==> src/rtl/depthwise_conv_stream.sv <==
// depthwise_conv_stream: streaming depthwise KxK convolution with "valid" padding.
// Pixels arrive in raster order into a K-row circular line buffer. Each full window
// triggers a K*K-cycle multiply-accumulate (all channels in parallel, one tap per cycle),
// then one shifted, saturated, channel-packed result is held until accepted.
// Optional feature macro: DWCONV_RELU_EN clamps negative channel results to zero.
module depthwise_conv_stream #(
  parameter int unsigned DATA_WIDTH  = 8,
  parameter int unsigned KERNEL_SIZE = 3,
  parameter int unsigned CHANNELS    = 3,
  parameter int unsigned IMG_WIDTH   = 16,
  parameter int unsigned IMG_HEIGHT  = 16,
  parameter int unsigned OUT_SHIFT   = 0,
  localparam int unsigned WAddrW     = $clog2(CHANNELS * KERNEL_SIZE * KERNEL_SIZE)
) (
  input  logic                           clk_i,
  input  logic                           rst_ni,
  input  logic                           in_valid_i,
  output logic                           in_ready_o,
  input  logic [DATA_WIDTH*CHANNELS-1:0] in_data_i,
  output logic                           out_valid_o,
  input  logic                           out_ready_i,
  output logic [DATA_WIDTH*CHANNELS-1:0] out_data_o,
  output logic                           frame_done_o,
  input  logic                           w_we_i,
  input  logic [WAddrW-1:0]              w_addr_i,
  input  logic [DATA_WIDTH-1:0]          w_data_i,
  output logic                           w_err_o
);

  localparam int unsigned K       = KERNEL_SIZE;
  localparam int unsigned KK      = K * K;
  localparam int unsigned NumW    = CHANNELS * KK;
  localparam int unsigned PixW    = DATA_WIDTH * CHANNELS;
  localparam int unsigned ProdW   = 2 * DATA_WIDTH;
  localparam int unsigned AccW    = ProdW + $clog2(KK);
  localparam int unsigned ColW    = $clog2(IMG_WIDTH);
  localparam int unsigned RowW    = $clog2(IMG_HEIGHT);
  localparam int unsigned KW      = $clog2(K);
  localparam int unsigned LbDepth = K * IMG_WIDTH;
  localparam int unsigned LbW     = $clog2(LbDepth);

  localparam logic signed [AccW-1:0] SatMax =
    {{(AccW - DATA_WIDTH + 1){1'b0}}, {(DATA_WIDTH - 1){1'b1}}};
  localparam logic signed [AccW-1:0] SatMin =
    {{(AccW - DATA_WIDTH + 1){1'b1}}, {(DATA_WIDTH - 1){1'b0}}};

  typedef enum logic [1:0] {StIdle, StCompute, StOutput} state_e;

  state_e                  state_q, state_d;
  logic [RowW-1:0]         row_q, row_d;
  logic [ColW-1:0]         col_q, col_d;
  logic [KW-1:0]           wrow_q, wrow_d;        // row mod K of the pixel being written
  logic [KW-1:0]           base_row_q, base_row_d;
  logic [ColW-1:0]         base_col_q, base_col_d;
  logic [KW-1:0]           tap_r_q, tap_r_d;
  logic [KW-1:0]           tap_c_q, tap_c_d;
  logic                    last_win_q, last_win_d;
  logic                    rdy_q;
  logic                    w_err_q;
  logic signed [AccW-1:0]  acc_q [CHANNELS];
  logic signed [AccW-1:0]  acc_d [CHANNELS];
  logic signed [DATA_WIDTH-1:0] wgt_q [NumW];
  logic [PixW-1:0]         lbuf_q [LbDepth];

  logic                    in_hs, w_ok, last_tap;
  logic [LbW-1:0]          wr_idx, rd_idx;
  logic [KW:0]             rd_row_sum;
  logic [KW-1:0]           rd_row;
  logic [PixW-1:0]         rd_pix;
  logic signed [ProdW-1:0] prod [CHANNELS];
  logic signed [AccW-1:0]  sh;
  logic [DATA_WIDTH-1:0]   res;

  assign in_ready_o   = rdy_q && (state_q == StIdle);
  assign in_hs        = in_valid_i && in_ready_o;
  assign out_valid_o  = (state_q == StOutput);
  assign frame_done_o = (state_q == StOutput) && out_ready_i && last_win_q;
  assign w_err_o      = w_err_q;
  assign w_ok         = w_we_i && (state_q == StIdle) && !in_hs && (32'(w_addr_i) < NumW);
  assign last_tap     = (tap_r_q == KW'(K - 1)) && (tap_c_q == KW'(K - 1));

  assign wr_idx     = LbW'(32'(wrow_q) * IMG_WIDTH + 32'(col_q));
  assign rd_row_sum = {1'b0, base_row_q} + {1'b0, tap_r_q};
  assign rd_row     = (rd_row_sum >= (KW + 1)'(K)) ? KW'(rd_row_sum - (KW + 1)'(K))
                                                   : rd_row_sum[KW-1:0];
  assign rd_idx     = LbW'(32'(rd_row) * IMG_WIDTH + 32'(base_col_q) + 32'(tap_c_q));
  assign rd_pix     = lbuf_q[rd_idx];

  // Per-channel product of the current tap pixel and its weight.
  always_comb begin
    for (int c = 0; c < CHANNELS; c++) begin
      prod[c] = ProdW'($signed(rd_pix[c*DATA_WIDTH +: DATA_WIDTH])) *
                ProdW'(wgt_q[WAddrW'(c * KK + 32'(tap_r_q) * K + 32'(tap_c_q))]);
    end
  end

  // Next-state logic: pixel counters, window capture, tap sequencing, accumulation.
  always_comb begin
    state_d    = state_q;
    row_d      = row_q;
    col_d      = col_q;
    wrow_d     = wrow_q;
    base_row_d = base_row_q;
    base_col_d = base_col_q;
    tap_r_d    = tap_r_q;
    tap_c_d    = tap_c_q;
    last_win_d = last_win_q;
    for (int c = 0; c < CHANNELS; c++) acc_d[c] = acc_q[c];

    unique case (state_q)
      StIdle: begin
        if (in_hs) begin
          if (col_q == ColW'(IMG_WIDTH - 1)) begin
            col_d = '0;
            if (row_q == RowW'(IMG_HEIGHT - 1)) begin
              row_d  = '0;
              wrow_d = '0;
            end else begin
              row_d  = row_q + 1'b1;
              wrow_d = (wrow_q == KW'(K - 1)) ? '0 : wrow_q + 1'b1;
            end
          end else begin
            col_d = col_q + 1'b1;
          end
          if (row_q >= RowW'(K - 1) && col_q >= ColW'(K - 1)) begin
            state_d    = StCompute;
            // Oldest window row sits one past the write row in the circular buffer.
            base_row_d = (wrow_q == KW'(K - 1)) ? '0 : wrow_q + 1'b1;
            base_col_d = col_q - ColW'(K - 1);
            tap_r_d    = '0;
            tap_c_d    = '0;
            last_win_d = (row_q == RowW'(IMG_HEIGHT - 1)) && (col_q == ColW'(IMG_WIDTH - 1));
            for (int c = 0; c < CHANNELS; c++) acc_d[c] = '0;
          end
        end
      end
      StCompute: begin
        for (int c = 0; c < CHANNELS; c++) acc_d[c] = acc_q[c] + AccW'(prod[c]);
        if (last_tap) begin
          state_d = StOutput;
        end else if (tap_c_q == KW'(K - 1)) begin
          tap_c_d = '0;
          tap_r_d = tap_r_q + 1'b1;
        end else begin
          tap_c_d = tap_c_q + 1'b1;
        end
      end
      StOutput: begin
        if (out_ready_i) state_d = StIdle;
      end
      default: state_d = StIdle;
    endcase
  end

  // Output formatting: arithmetic shift, saturate, optional clamp, pack channels.
  always_comb begin
    out_data_o = '0;
    sh         = '0;
    res        = '0;
    for (int c = 0; c < CHANNELS; c++) begin
      sh = acc_q[c] >>> OUT_SHIFT;
      if (sh > SatMax) begin
        res = SatMax[DATA_WIDTH-1:0];
      end else if (sh < SatMin) begin
        res = SatMin[DATA_WIDTH-1:0];
      end else begin
        res = sh[DATA_WIDTH-1:0];
      end
`ifdef DWCONV_RELU_EN
      if (res[DATA_WIDTH-1]) res = '0;
`endif
      out_data_o[c*DATA_WIDTH +: DATA_WIDTH] = res;
    end
  end

  // Control and accumulator state; rdy_q holds in_ready low until the first edge after reset.
  always_ff @(posedge clk_i or negedge rst_ni) begin
    if (!rst_ni) begin
      state_q    <= StIdle;
      row_q      <= '0;
      col_q      <= '0;
      wrow_q     <= '0;
      base_row_q <= '0;
      base_col_q <= '0;
      tap_r_q    <= '0;
      tap_c_q    <= '0;
      last_win_q <= 1'b0;
      rdy_q      <= 1'b0;
      for (int c = 0; c < CHANNELS; c++) acc_q[c] <= '0;
    end else begin
      state_q    <= state_d;
      row_q      <= row_d;
      col_q      <= col_d;
      wrow_q     <= wrow_d;
      base_row_q <= base_row_d;
      base_col_q <= base_col_d;
      tap_r_q    <= tap_r_d;
      tap_c_q    <= tap_c_d;
      last_win_q <= last_win_d;
      rdy_q      <= 1'b1;
      for (int c = 0; c < CHANNELS; c++) acc_q[c] <= acc_d[c];
    end
  end

  // Weight store: writes land only in idle without a same-cycle pixel; others flag w_err.
  always_ff @(posedge clk_i or negedge rst_ni) begin
    if (!rst_ni) begin
      for (int i = 0; i < NumW; i++) wgt_q[i] <= '0;
      w_err_q <= 1'b0;
    end else begin
      w_err_q <= w_we_i && !w_ok;
      if (w_ok) wgt_q[w_addr_i] <= w_data_i;
    end
  end

  // Line buffer: contents need no reset.
  always_ff @(posedge clk_i) begin
    if (in_hs) lbuf_q[wr_idx] <= in_data_i;
  end

endmodule

==> config.mk <==
export PLATFORM = sky130hd
export DESIGN_NAME = depthwise_conv_stream
export DESIGN_NICKNAME = d
export VERILOG_FILES = /design/src/rtl/depthwise_conv_stream.sv
export SDC_FILE = /design/constraint.sdc
export NUM_CORES = 2
export LEC_CHECK = 0
export CAP_MARGIN = 20
export CELL_PAD_IN_SITES_DETAIL_PLACEMENT = 1
export CELL_PAD_IN_SITES_GLOBAL_PLACEMENT = 1
export CORE_ASPECT_RATIO = 1.4
export CORE_UTILIZATION = 50
export DETAILED_ROUTE_END_ITERATION = 16
export PLACE_DENSITY = 0.78
export SLEW_MARGIN = 0
export SYNTH_ARGS = -nofsm -noshare
export SYNTH_HDL_FRONTEND = slang
export SYNTH_SLANG_ARGS = --single-unit
==> constraint.sdc <==
create_clock -name clk_i -period 8.4 [get_ports clk_i]
set_input_delay 0.84 -clock clk_i [delete_from_list [all_inputs] [get_ports clk_i]]
set_output_delay 0.84 -clock clk_i [all_outputs]
set_load 0.03 [all_outputs]
==> impl_metrics.env <==
export IMPL_status="complete, no violations"
export IMPL_cp_required_ps=9070
export IMPL_drtIter0Drc=3708
export IMPL_crit_reg2reg_launch="tap_c_q[0]"
export IMPL_reg2reg_to="acc_q[37]"
export IMPL_synth_top_area_share_pct=47.0
export IMPL_ys_seq_elements=1453
export IMPL_cts_tree="done"
export IMPL_finalHoldViolCount=0
export IMPL_rsz0062_at_grt="no"
export IMPL_grt_remaining_overflow=0
export IMPL_rows=166
export IMPL_fillers=13300
export IMPL_cp_slowest_cell="fa_4"
export IMPL_grt_pass1_wl_um=309000
export IMPL_syn2layout_area_growth_pct=12.6
export IMPL_cts_sinks=1453
export IMPL_port_buffers=69
export IMPL_start_util_pct=50.4
export IMPL_multiInputGateArea_um2=29200
export IMPL_slew_viol_final=0
export IMPL_grt_use_total_pct=28.2
export IMPL_synthCells=4520
export IMPL_antenna_found_initial=7
export IMPL_synth_area_leaders="edfxtp_1 47%, mux4_2 12%, dfrtp_1 10%"
export IMPL_finalCritPeriodShare_pct=97.1
export IMPL_worstMarginPinSlew_ps=1150
export IMPL_fmax_ghz=0.123
export IMPL_finalSetupTns_ps=0
export IMPL_dp_hpwl_um=136000
export IMPL_slowest_delay_ps=800
export IMPL_grt_pass1_vias=47200
export IMPL_die_h_um=456
export IMPL_cts_hold_buf=0
export IMPL_crit_top_cell="fa_1"
export IMPL_synth_edff_count=1152
export IMPL_avgViaCountPerCell=6.31
export IMPL_synth_commonest_cells="1,152 x edfxtp_1, 393 x mux4_2, 348 x inv_1"
export IMPL_die_w_um=326
export IMPL_yosysWarningCount=0
export IMPL_maxCapViolCount=0
export IMPL_htreeDepth=4
export IMPL_syn_nets=4992
export IMPL_timing_clock_skew_ps=47.9
export IMPL_setup_worst_path_class="flop to flop"
export IMPL_critical_path_peak_fanout=30
export IMPL_clock_latency_ps=810
export IMPL_start_kind="flop"
export IMPL_place_gp_congestion=0.976
export IMPL_r2r_cells=26
export IMPL_cts_buffers_inserted=141
export IMPL_rrSetupSlack_ps=240
export IMPL_ys_types=99
export IMPL_max_slew_margin_pct=23.2
export IMPL_first_pass_iters=5
export IMPL_dp_slack_ps=3.09
export IMPL_nets=5246
export IMPL_cp_arrival_ps=8830
export IMPL_wl_um=207000
export IMPL_ioPinCount=70
export IMPL_antenna_left=0
export IMPL_cp_end_kind="flop"
export IMPL_synth_seq_area_share_pct=57.3
export IMPL_async_flop_share_pct=20.7
export IMPL_layout_drive_gt1_share_pct=27.0
export IMPL_cts_root_buf="clkbuf_16"
export IMPL_core_area_um2=146000
export IMPL_cts_buffer_depth=3
export IMPL_hold_class="input port to asynchronous set/reset pin"
export IMPL_clkTransAtPathRegs_ps=60
export IMPL_synth_top_cell_by_area="edfxtp_1"
export IMPL_yosysMostFrequentCell="edfxtp_1"
export IMPL_final_seq_area_um2=42100
export IMPL_die_area_um2=149000
export IMPL_post_drt_wl_per_cell_um=30.4
export IMPL_grt_max_degree=122
export IMPL_finalCriticalPeriod_ps=8160
export IMPL_syn_avg_cell_area_um2=16.3
export IMPL_synthFlopType="edfxtp_1"
export IMPL_setup_ws_ps=242
export IMPL_drc_errors=0
export IMPL_setup_violations_final=0
export IMPL_num_vias=43000
export IMPL_synth_area_um2=73600
-- layer usage --
metal,wire (um),share of wire [%],global-route usage (%),vias up
li1,-,-,-,17800
met3,12000,5.8,3.95,505
met4,10700,5.2,13.9,2
met2,109000,52,49.7,1746
met1,75900,37,33.8,23000
met5,13,0.0063,0,-
-- placed cells by master, fill, tap and decap left out, types with 20 or more instances in the layout --
cell type        count
a211oi_1            39
a21oi_1             77
a22o_1              22
a32oi_1             45
buf_12              29
buf_4              227
clkbuf_1            24
clkbuf_16          145
clkdlybuf4s50_1     68
clkinv_1            25
clkinv_2            21
dfrtp_1            301
edfxtp_1          1152
fa_1               268
ha_1               155
inv_1              348
mux2_2             258
mux2i_1            133
mux4_1              24
mux4_2             393
nand2_1            189
nand3_1             28
nand4_1             21
nor2_1             163
nor2_2              34
nor2_4              27
nor2b_1             35
nor3_1              24
o21a_1              29
o21ai_0             76
or2_2               61
xnor2_1             35
xor2_1              20
-- repair_timing --
action | CTS | global route
gates resized for setup | 1 | 22
gates cloned | 0 | 2
endpoints found under the setup margin | 3 | 25
buffers inserted | 0 | 5
pin swaps | 0 | 5
-- sequential cells by signal, indices dropped and copies added (netlist names) --
signal / flops
rdy_q: 1
lbuf_q: 1152
base_row_q: 2
base_col_q: 4
col_q: 4
tap_r_q: 2
sh: 20
tap_c_q: 2
wgt_q: 216
w_err_o: 1
acc_q: 40
wrow_q: 2
last_win_q: 1
row_q: 4
state_q: 2
-- worst max-delay path by stage --
stage	startpoint	endpoint	cells past startpoint
6_report	tap_c_q[0]	acc_q[37]	26
5_1_grt	tap_r_q[0]	sh[19]	30
4_1_cts	tap_r_q[0]	sh[15]	25
3_5_place_dp	tap_r_q[0]	sh[15]	26
3_3_place_gp	tap_r_q[0]	sh[15]	26
2_1_floorplan	tap_c_q[1]	sh[16]	25
-- cell families (layout without fill, tap and decap cells) --
group / count (synthesis) / in the layout / synth area share, %
simple gates: 714 / 714 / 4.77
buf+inv: 571 / 935 / 3.70
fa+ha+maj: 430 / 430 / 10.1
other cells: 1 / 3 / 0.00510
mux: 810 / 810 / 18.7
xor+xnor: 57 / 57 / 0.689
compound gates: 484 / 484 / 4.77
flops: 1453 / 1453 / 57.3
-- stage by stage --
| stage | hold WS (ps) | std cells | utilization [%] | area, um2 |
|---|---|---|---|---|
| after global routing | 232 | 6817 | 56.7 | 82800 |
| after CTS | 171 | 6802 | 56.5 | 82500 |
| after floorplan | 442 | 4520 | - | 73600 |
| final | 127 | 6818 | 56.7 | 82800 |
| after global placement | 476 | 6547 | 53.3 | 77900 |
| after detailed placement | 476 | 6549 | 53.3 | 77900 |
-- layout make-up --
class	instances	share of cell area, %
sequential	1453	50.9
clock buffer	170	4.47
timing repair buffer	334	3.81
inverter	348	1.58
multi-input combinational	2496	35.2
antenna	2	0.00604
clock inverter	83	1.12
tap	1932	2.92
-- critical path: cells and delay by family, from the launching register on --
family                     cells  cell delay, ps
and+or+nand+nor                1             400
adders and majority gates      8            3690
muxes                          2             300
buffers and inverters          7            1030
AOI/OAI and AO/OA              7            1840
xor gates and xnor gates       1             180
DFF                            1             490
Power is left out: the tool's default activity adds up to more than one toggle a clock period on the data nets, which glitch-free logic cannot reach.
